$ cat config.mk
export PLATFORM = sky130hd
export DESIGN_NAME = if_id_reg
export DESIGN_NICKNAME = d
export VERILOG_FILES = /design/src/rtl/cpu_pkg.sv /design/src/rtl/sat_counter.sv /design/src/rtl/if_id_reg.sv
export SDC_FILE = /design/constraint.sdc
export NUM_CORES = 1
export LEC_CHECK = 0
export ABC_AREA = 1
export CAP_MARGIN = 5
export CELL_PAD_IN_SITES_DETAIL_PLACEMENT = 0
export CELL_PAD_IN_SITES_GLOBAL_PLACEMENT = 1
export CORE_MARGIN = 2
export CORE_UTILIZATION = 37
export CTS_BUF_LIST = sky130_fd_sc_hd__clkbuf_8
export CTS_CLUSTER_SIZE = 10
export DETAILED_ROUTE_END_ITERATION = 7
export GPL_ROUTABILITY_DRIVEN = 0
export PLACE_DENSITY = 0.94
export SLEW_MARGIN = 20
export SYNTH_ARGS = -nofsm -noshare
export SYNTH_HDL_FRONTEND = slang
export SYNTH_SLANG_ARGS = --single-unit
$ cat constraint.sdc
create_clock -name clk_i -period 4.8 [get_ports clk_i]
set_clock_uncertainty 0.1 [all_clocks]
set_input_delay 0.96 -clock clk_i [delete_from_list [all_inputs] [get_ports clk_i]]
set_output_delay 0.96 -clock clk_i [all_outputs]
set_load 0.05 [all_outputs]
$ cat src/rtl/cpu_pkg.sv
// rtl/cpu_pkg.sv - shared CPU constants for the pipeline registers
// Purpose: datapath width, the NOP instruction word and the PC increment
//          used by the fetch/decode pipeline stages.
// Ports:   none (package).
package cpu_pkg;

  localparam int          XLEN      = 32;
  // sll $0,$0,0 encodes as all zeros
  localparam logic [31:0] NOP_INSTR = 32'h0000_0000;
  localparam int          PC_INC    = 4;

endpackage : cpu_pkg

$ cat src/rtl/sat_counter.sv
// rtl/sat_counter.sv - saturating event counter with asynchronous clear
// Purpose: counts cycles where both en_i and inc_i are high; sticks at all-ones.
// Ports:
//   clk_i  in   1      clock, rising edge
//   rst_i  in   1      asynchronous clear, active-low
//   en_i   in   1      global enable; 0 freezes the count
//   inc_i  in   1      event to count
//   cnt_o  out  CNT_W  current count
module sat_counter #(
  parameter int CNT_W = 16
) (
  input  logic             clk_i,
  input  logic             rst_i,
  input  logic             en_i,
  input  logic             inc_i,
  output logic [CNT_W-1:0] cnt_o
);

  always_ff @(posedge clk_i or negedge rst_i) begin
    if (!rst_i) begin
      cnt_o <= '0;
    end else if (en_i && inc_i && (cnt_o != {CNT_W{1'b1}})) begin
      cnt_o <= cnt_o + CNT_W'(1);
    end
  end

endmodule : sat_counter

$ cat src/rtl/if_id_reg.sv
// rtl/if_id_reg.sv - IF/ID pipeline register with stall hold, flush bubble and event counters
// Purpose: latches the fetched instruction, its PC and PC+4 for decode; holds on a
//          hazard stall, squashes to a NOP bubble on a branch/jump flush, and counts
//          accepted stalls and flushes (saturating).
// Ports:
//   clk_i        in   1      clock, rising edge
//   rst_i        in   1      asynchronous reset, active-low
//   start_i      in   1      run enable; 0 freezes register and counters
//   stall_i      in   1      load-use stall; hold contents
//   flush_i      in   1      taken branch/jump; insert bubble
//   pc_i         in   XLEN   PC of the instruction in IF
//   instr_i      in   XLEN   fetched instruction for pc_i
//   pc_o         out  XLEN   PC of the instruction in ID
//   pc_plus4_o   out  XLEN   pc_o + 4 (modulo 2^XLEN)
//   instr_o      out  XLEN   instruction in ID
//   valid_o      out  1      1 = real instruction, 0 = bubble
//   stall_cnt_o  out  CNT_W  accepted stall cycles
//   flush_cnt_o  out  CNT_W  accepted flush cycles
module if_id_reg #(
  parameter int                    XLEN  = cpu_pkg::XLEN,
  parameter int                    CNT_W = 16,
  parameter logic [XLEN-1:0]       NOP   = XLEN'(cpu_pkg::NOP_INSTR)
) (
  input  logic             clk_i,
  input  logic             rst_i,
  input  logic             start_i,
  input  logic             stall_i,
  input  logic             flush_i,
  input  logic [XLEN-1:0]  pc_i,
  input  logic [XLEN-1:0]  instr_i,
  output logic [XLEN-1:0]  pc_o,
  output logic [XLEN-1:0]  pc_plus4_o,
  output logic [XLEN-1:0]  instr_o,
  output logic             valid_o,
  output logic [CNT_W-1:0] stall_cnt_o,
  output logic [CNT_W-1:0] flush_cnt_o
);

  import cpu_pkg::*;

  logic [XLEN-1:0] pc_next_seq;
  logic            stall_accepted;

  // Truncating add: the carry out of the top bit is intentionally dropped.
  assign pc_next_seq    = pc_i + XLEN'(PC_INC);
  // A flush takes priority, so a simultaneous stall is not counted.
  assign stall_accepted = stall_i & ~flush_i;

  always_ff @(posedge clk_i or negedge rst_i) begin
    if (!rst_i) begin
      pc_o       <= '0;
      pc_plus4_o <= '0;
      instr_o    <= NOP;
      valid_o    <= 1'b0;
    end else if (!start_i) begin
      // frozen: hold everything
    end else if (flush_i) begin
      pc_o       <= pc_i;
      pc_plus4_o <= pc_next_seq;
      instr_o    <= NOP;
      valid_o    <= 1'b0;
    end else if (!stall_i) begin
      pc_o       <= pc_i;
      pc_plus4_o <= pc_next_seq;
      instr_o    <= instr_i;
      valid_o    <= 1'b1;
    end
  end

  sat_counter #(.CNT_W(CNT_W)) u_stall_cnt (
    .clk_i (clk_i),
    .rst_i (rst_i),
    .en_i  (start_i),
    .inc_i (stall_accepted),
    .cnt_o (stall_cnt_o)
  );

  sat_counter #(.CNT_W(CNT_W)) u_flush_cnt (
    .clk_i (clk_i),
    .rst_i (rst_i),
    .en_i  (start_i),
    .inc_i (flush_i),
    .cnt_o (flush_cnt_o)
  );

endmodule : if_id_reg

==> impl_metrics.json <==
{
  "grt_max_degree": 66,
  "gr-total-overflow": 0,
  "critPathKind": "primary input to flip-flop",
  "post-route-drc-count": 0,
  "synthAdderAreaFrac_pct": 0.592,
  "start_util_pct": 38.1,
  "grt_pass1_wl_mm": 28.4,
  "yosysMostFrequentCell": "nand2_1",
  "period_share_pct": 63.9,
  "synth_xor_area_share_pct": 2.63,
  "slew_headroom_pct": 44.8,
  "numPortBuffers": 197,
  "met2_length_mm": 8.25,
  "clockBufferDepth": 2,
  "clock.fmax_ghz": 0.326,
  "crit_required_ns": 5.01,
  "grtUsageTotal_pct": 19.8,
  "die_h_um": 135,
  "status": "completed",
  "min_path_cells": 2,
  "syn_inst": 844,
  "powerDensity_mw_per_mm2": 381,
  "cp_common_cell": "nand3_1",
  "cpLargestDelayFamily": "buffers and inverters",
  "worst_path_largest_cell_delay_ns": 0.52,
  "top_layer": "met4",
  "setup_ws_ns": 1.73,
  "timing.rr.end": "u_stall_cnt.cnt_o[3]$_DFFE_PN0P_",
  "drt_iter0_drc": 290,
  "synth_top_family_by_area": "simple AND/OR/NAND/NOR gates",
  "setup_viol": 0,
  "min_path_type": "flip-flop to flip-flop",
  "hold_buffers": 0,
  "async_flop_share_pct": 100,
  "numCtsBuffers": 17,
  "area_growth_pct": 39.1,
  "dieArea_mm2": 0.0182,
  "synth_area_leaders": "dfrtp_1, nand2_1, nor2_1",
  "synth-simple-area-share_pct": 34.3,
  "post_cts_buffers": 0,
  "fillers": 1637,
  "synth.top_cell.area_share_pct": 50.2,
  "reg2reg_slack_ns": 2.78,
  "routed_wl_mm": 17.6,
  "finalMaxSlewViolations": 0,
  "num_rows": 47,
  "finalHoldViolCount": 0,
  "clk_latency_ns": 0.43,
  "synthDistinctLibCells": 26,
  "nNetsFinal": 1106,
  "crit_path_end_kind": "flip-flop",
  "ys_seq_area_share_pct": 50.2,
  "clk_pin_slew_ns": 0.07,
  "cp_slowest_cell": "buf_4",
  "first_global_vias": 5549,
  "dr_wl_met3_mm": 1.29,
  "r2r_cells": 8,
  "min_to": "instr_o[28]$_DFFE_PN0P_",
  "synth-main-ff-cell": "dfrtp_1",
  "rsz0062_at_grt": "false",
  "peakVddDrop_mv": 0.332,
  "postCtsResizedCells": 0,
  "drtPass1Iterations": 5,
  "ys_seq_elements": 127,
  "path_max_fanout": 51,
  "post-route-min-period_ns": 3.07,
  "wl_per_cell_um": 13.9,
  "synth_common_cells": "nand2_1, nor2_1, dfrtp_1",
  "root_buffer": "clkbuf_8",
  "hold_start": "instr_o[28]$_DFFE_PN0P_",
  "synthesis.nets": 916,
  "drive_above_1_share_pct": 5.54,
  "fin_tns_setup_ns": 0,
  "die_x_um": 135,
  "worst_setup_path_start_kind": "primary input",
  "p_leak_nw": 3.91,
  "path_buf_inv": 3,
  "wl_met1_mm": 7.84,
  "antenna_found_initial": 0,
  "critPathLaunch": "flush_i",
  "syn-cell-area_mm2": 0.00634,
  "worst_slew_pin_slew_ns": 0.828,
  "synth_edf_count": 0,
  "muxShareOfSynthArea_pct": 0.178,
  "routed_via_density": 4.72,
  "n_antenna_cell": 0,
  "ys_warn_count": 0,
  "place_ws_ns": 1.25,
  "cts_tree": "done",
  "cts_sinks": 127,
  "worstPathArrival_ns": 3.28,
  "ios": 198,
  "synth_compound_area_share_pct": 6.26,
  "via_count": 5974,
  "worstPathCellList": "clkdlybuf4s50_1, inv_2, nand2_2, nand2_4, buf_4, nor2_1, nand3_1, nand3_1",
  "synth_top_area_cell": "dfrtp_1",
  "r2r-start": "u_stall_cnt.cnt_o[0]$_DFFE_PN0P_",
  "avgSynthCellArea_um2": 7.51,
  "h-tree-depth": 4,
  "ant_nets": 0,
  "core-area_mm2": 0.0166,
  "hpwlAfterDp_mm": 12.7,
  "maxCapViolations": 0
}
## area by class of cell
| class | instances | area, µm² | area share (%) |
|---|---|---|---|
| flip-flops and latches | 127 | 3180 | 36.0 |
| multi-input cells | 633 | 2790 | 31.7 |
| repair buffers | 200 | 2000 | 22.7 |
| well taps | 220 | 275 | 3.12 |
| clock buffers | 17 | 234 | 2.65 |
| inverters | 55 | 206 | 2.34 |
| clock inverters | 15 | 125 | 1.42 |
## worst max path at each step
| stage | endpoint | slack, ns | cells past startpoint |
|---|---|---|---|
| floorplan | pc_plus4_o[28]$_DFFE_PN0P_ | 2.71 | 8 |
| global placement | pc_plus4_o[25]$_DFFE_PN0P_ | 1.34 | 8 |
| detailed placement | pc_plus4_o[24]$_DFFE_PN0P_ | 1.25 | 8 |
| CTS | pc_plus4_o[26]$_DFFE_PN0P_ | 1.74 | 8 |
| global route | pc_plus4_o[19]$_DFFE_PN0P_ | 1.49 | 8 |
| finish | pc_plus4_o[26]$_DFFE_PN0P_ | 1.73 | 8 |
## report_power, final
part | total (W) | internal, W | switching (W)
clock | 0.000851 | 0.000403 | 0.000448
combinational | 0.00118 | 0.000392 | 0.000785
sequential | 0.00133 | 0.00121 | 0.000121
total | 0.00335 | 0.00200 | 0.00135
## layer usage
layer  global-route usage (%)  vias to the layer above
met3                     6.08                       11
met4                     5.15                        0
met2                     31.8                      161
met1                     26.0                     2779
met5                        0                        -
li1                         -                     3023
## kinds of logic (layout without fill, tap and decap cells)
| family | after synthesis | count (layout) |
|---|---|---|
| DFF | 127 | 127 |
| adders and majority gates | 3 | 3 |
| xor gates and xnor gates | 19 | 19 |
| muxes | 1 | 1 |
| and+or+nand+nor | 543 | 543 |
| buffers and inverters | 84 | 287 |
| AOI/OAI and AO/OA | 67 | 67 |
## flip-flops by register name (all words and copies together), names as in the netlist
register,count
pc_plus4_o,30
instr_o,32
valid_o,1
u_flush_cnt.cnt_o,16
pc_o,32
u_stall_cnt.cnt_o,16
## worst register-to-register path: stages, from the launching register on
cell	delay, ns
dfrtp_1	0.43
ha_1	0.26
nand2_1	0.08
nor2_1	0.04
nand2_1	0.19
nor2_1	0.09
nor2_2	0.53
nand2_1	0.15
o21ai_2	0.08
## stage by stage
stage / utilization, % / total power, W / area, µm² / instances / hold slack, ns
after floorplan: - / 0.00208 / 6340 / 844 / 0.564
after global placement: 50.8 / 0.00252 / 8460 / 1235 / 0.365
after detailed placement: 50.8 / 0.00253 / 8460 / 1235 / 0.368
after CTS: 53.0 / 0.00340 / 8820 / 1267 / 0.388
after global routing: 53.0 / 0.00353 / 8820 / 1267 / 0.408
final: 53.0 / 0.00335 / 8820 / 1267 / 0.384
## cell usage in the layout, fill, tap and decap left out, drive strengths merged
cell / Yosys / routed
buf: 21 / 4
clkdlybuf4s50: 0 / 196
xnor2: 7 / 7
nand2: 327 / 327
o211ai: 7 / 7
nor2: 147 / 147
nand4: 6 / 6
clkinv: 0 / 7
clkbuf: 8 / 17
mux2: 1 / 1
and2: 1 / 1
ha: 3 / 3
inv: 55 / 56
clkinvlp: 0 / 6
dfrtp: 127 / 127
o21ai: 59 / 59
nand3: 62 / 62
o21bai: 1 / 1
bufinv: 0 / 1
xor2: 12 / 12
Power figures use the tool's default switching activity.
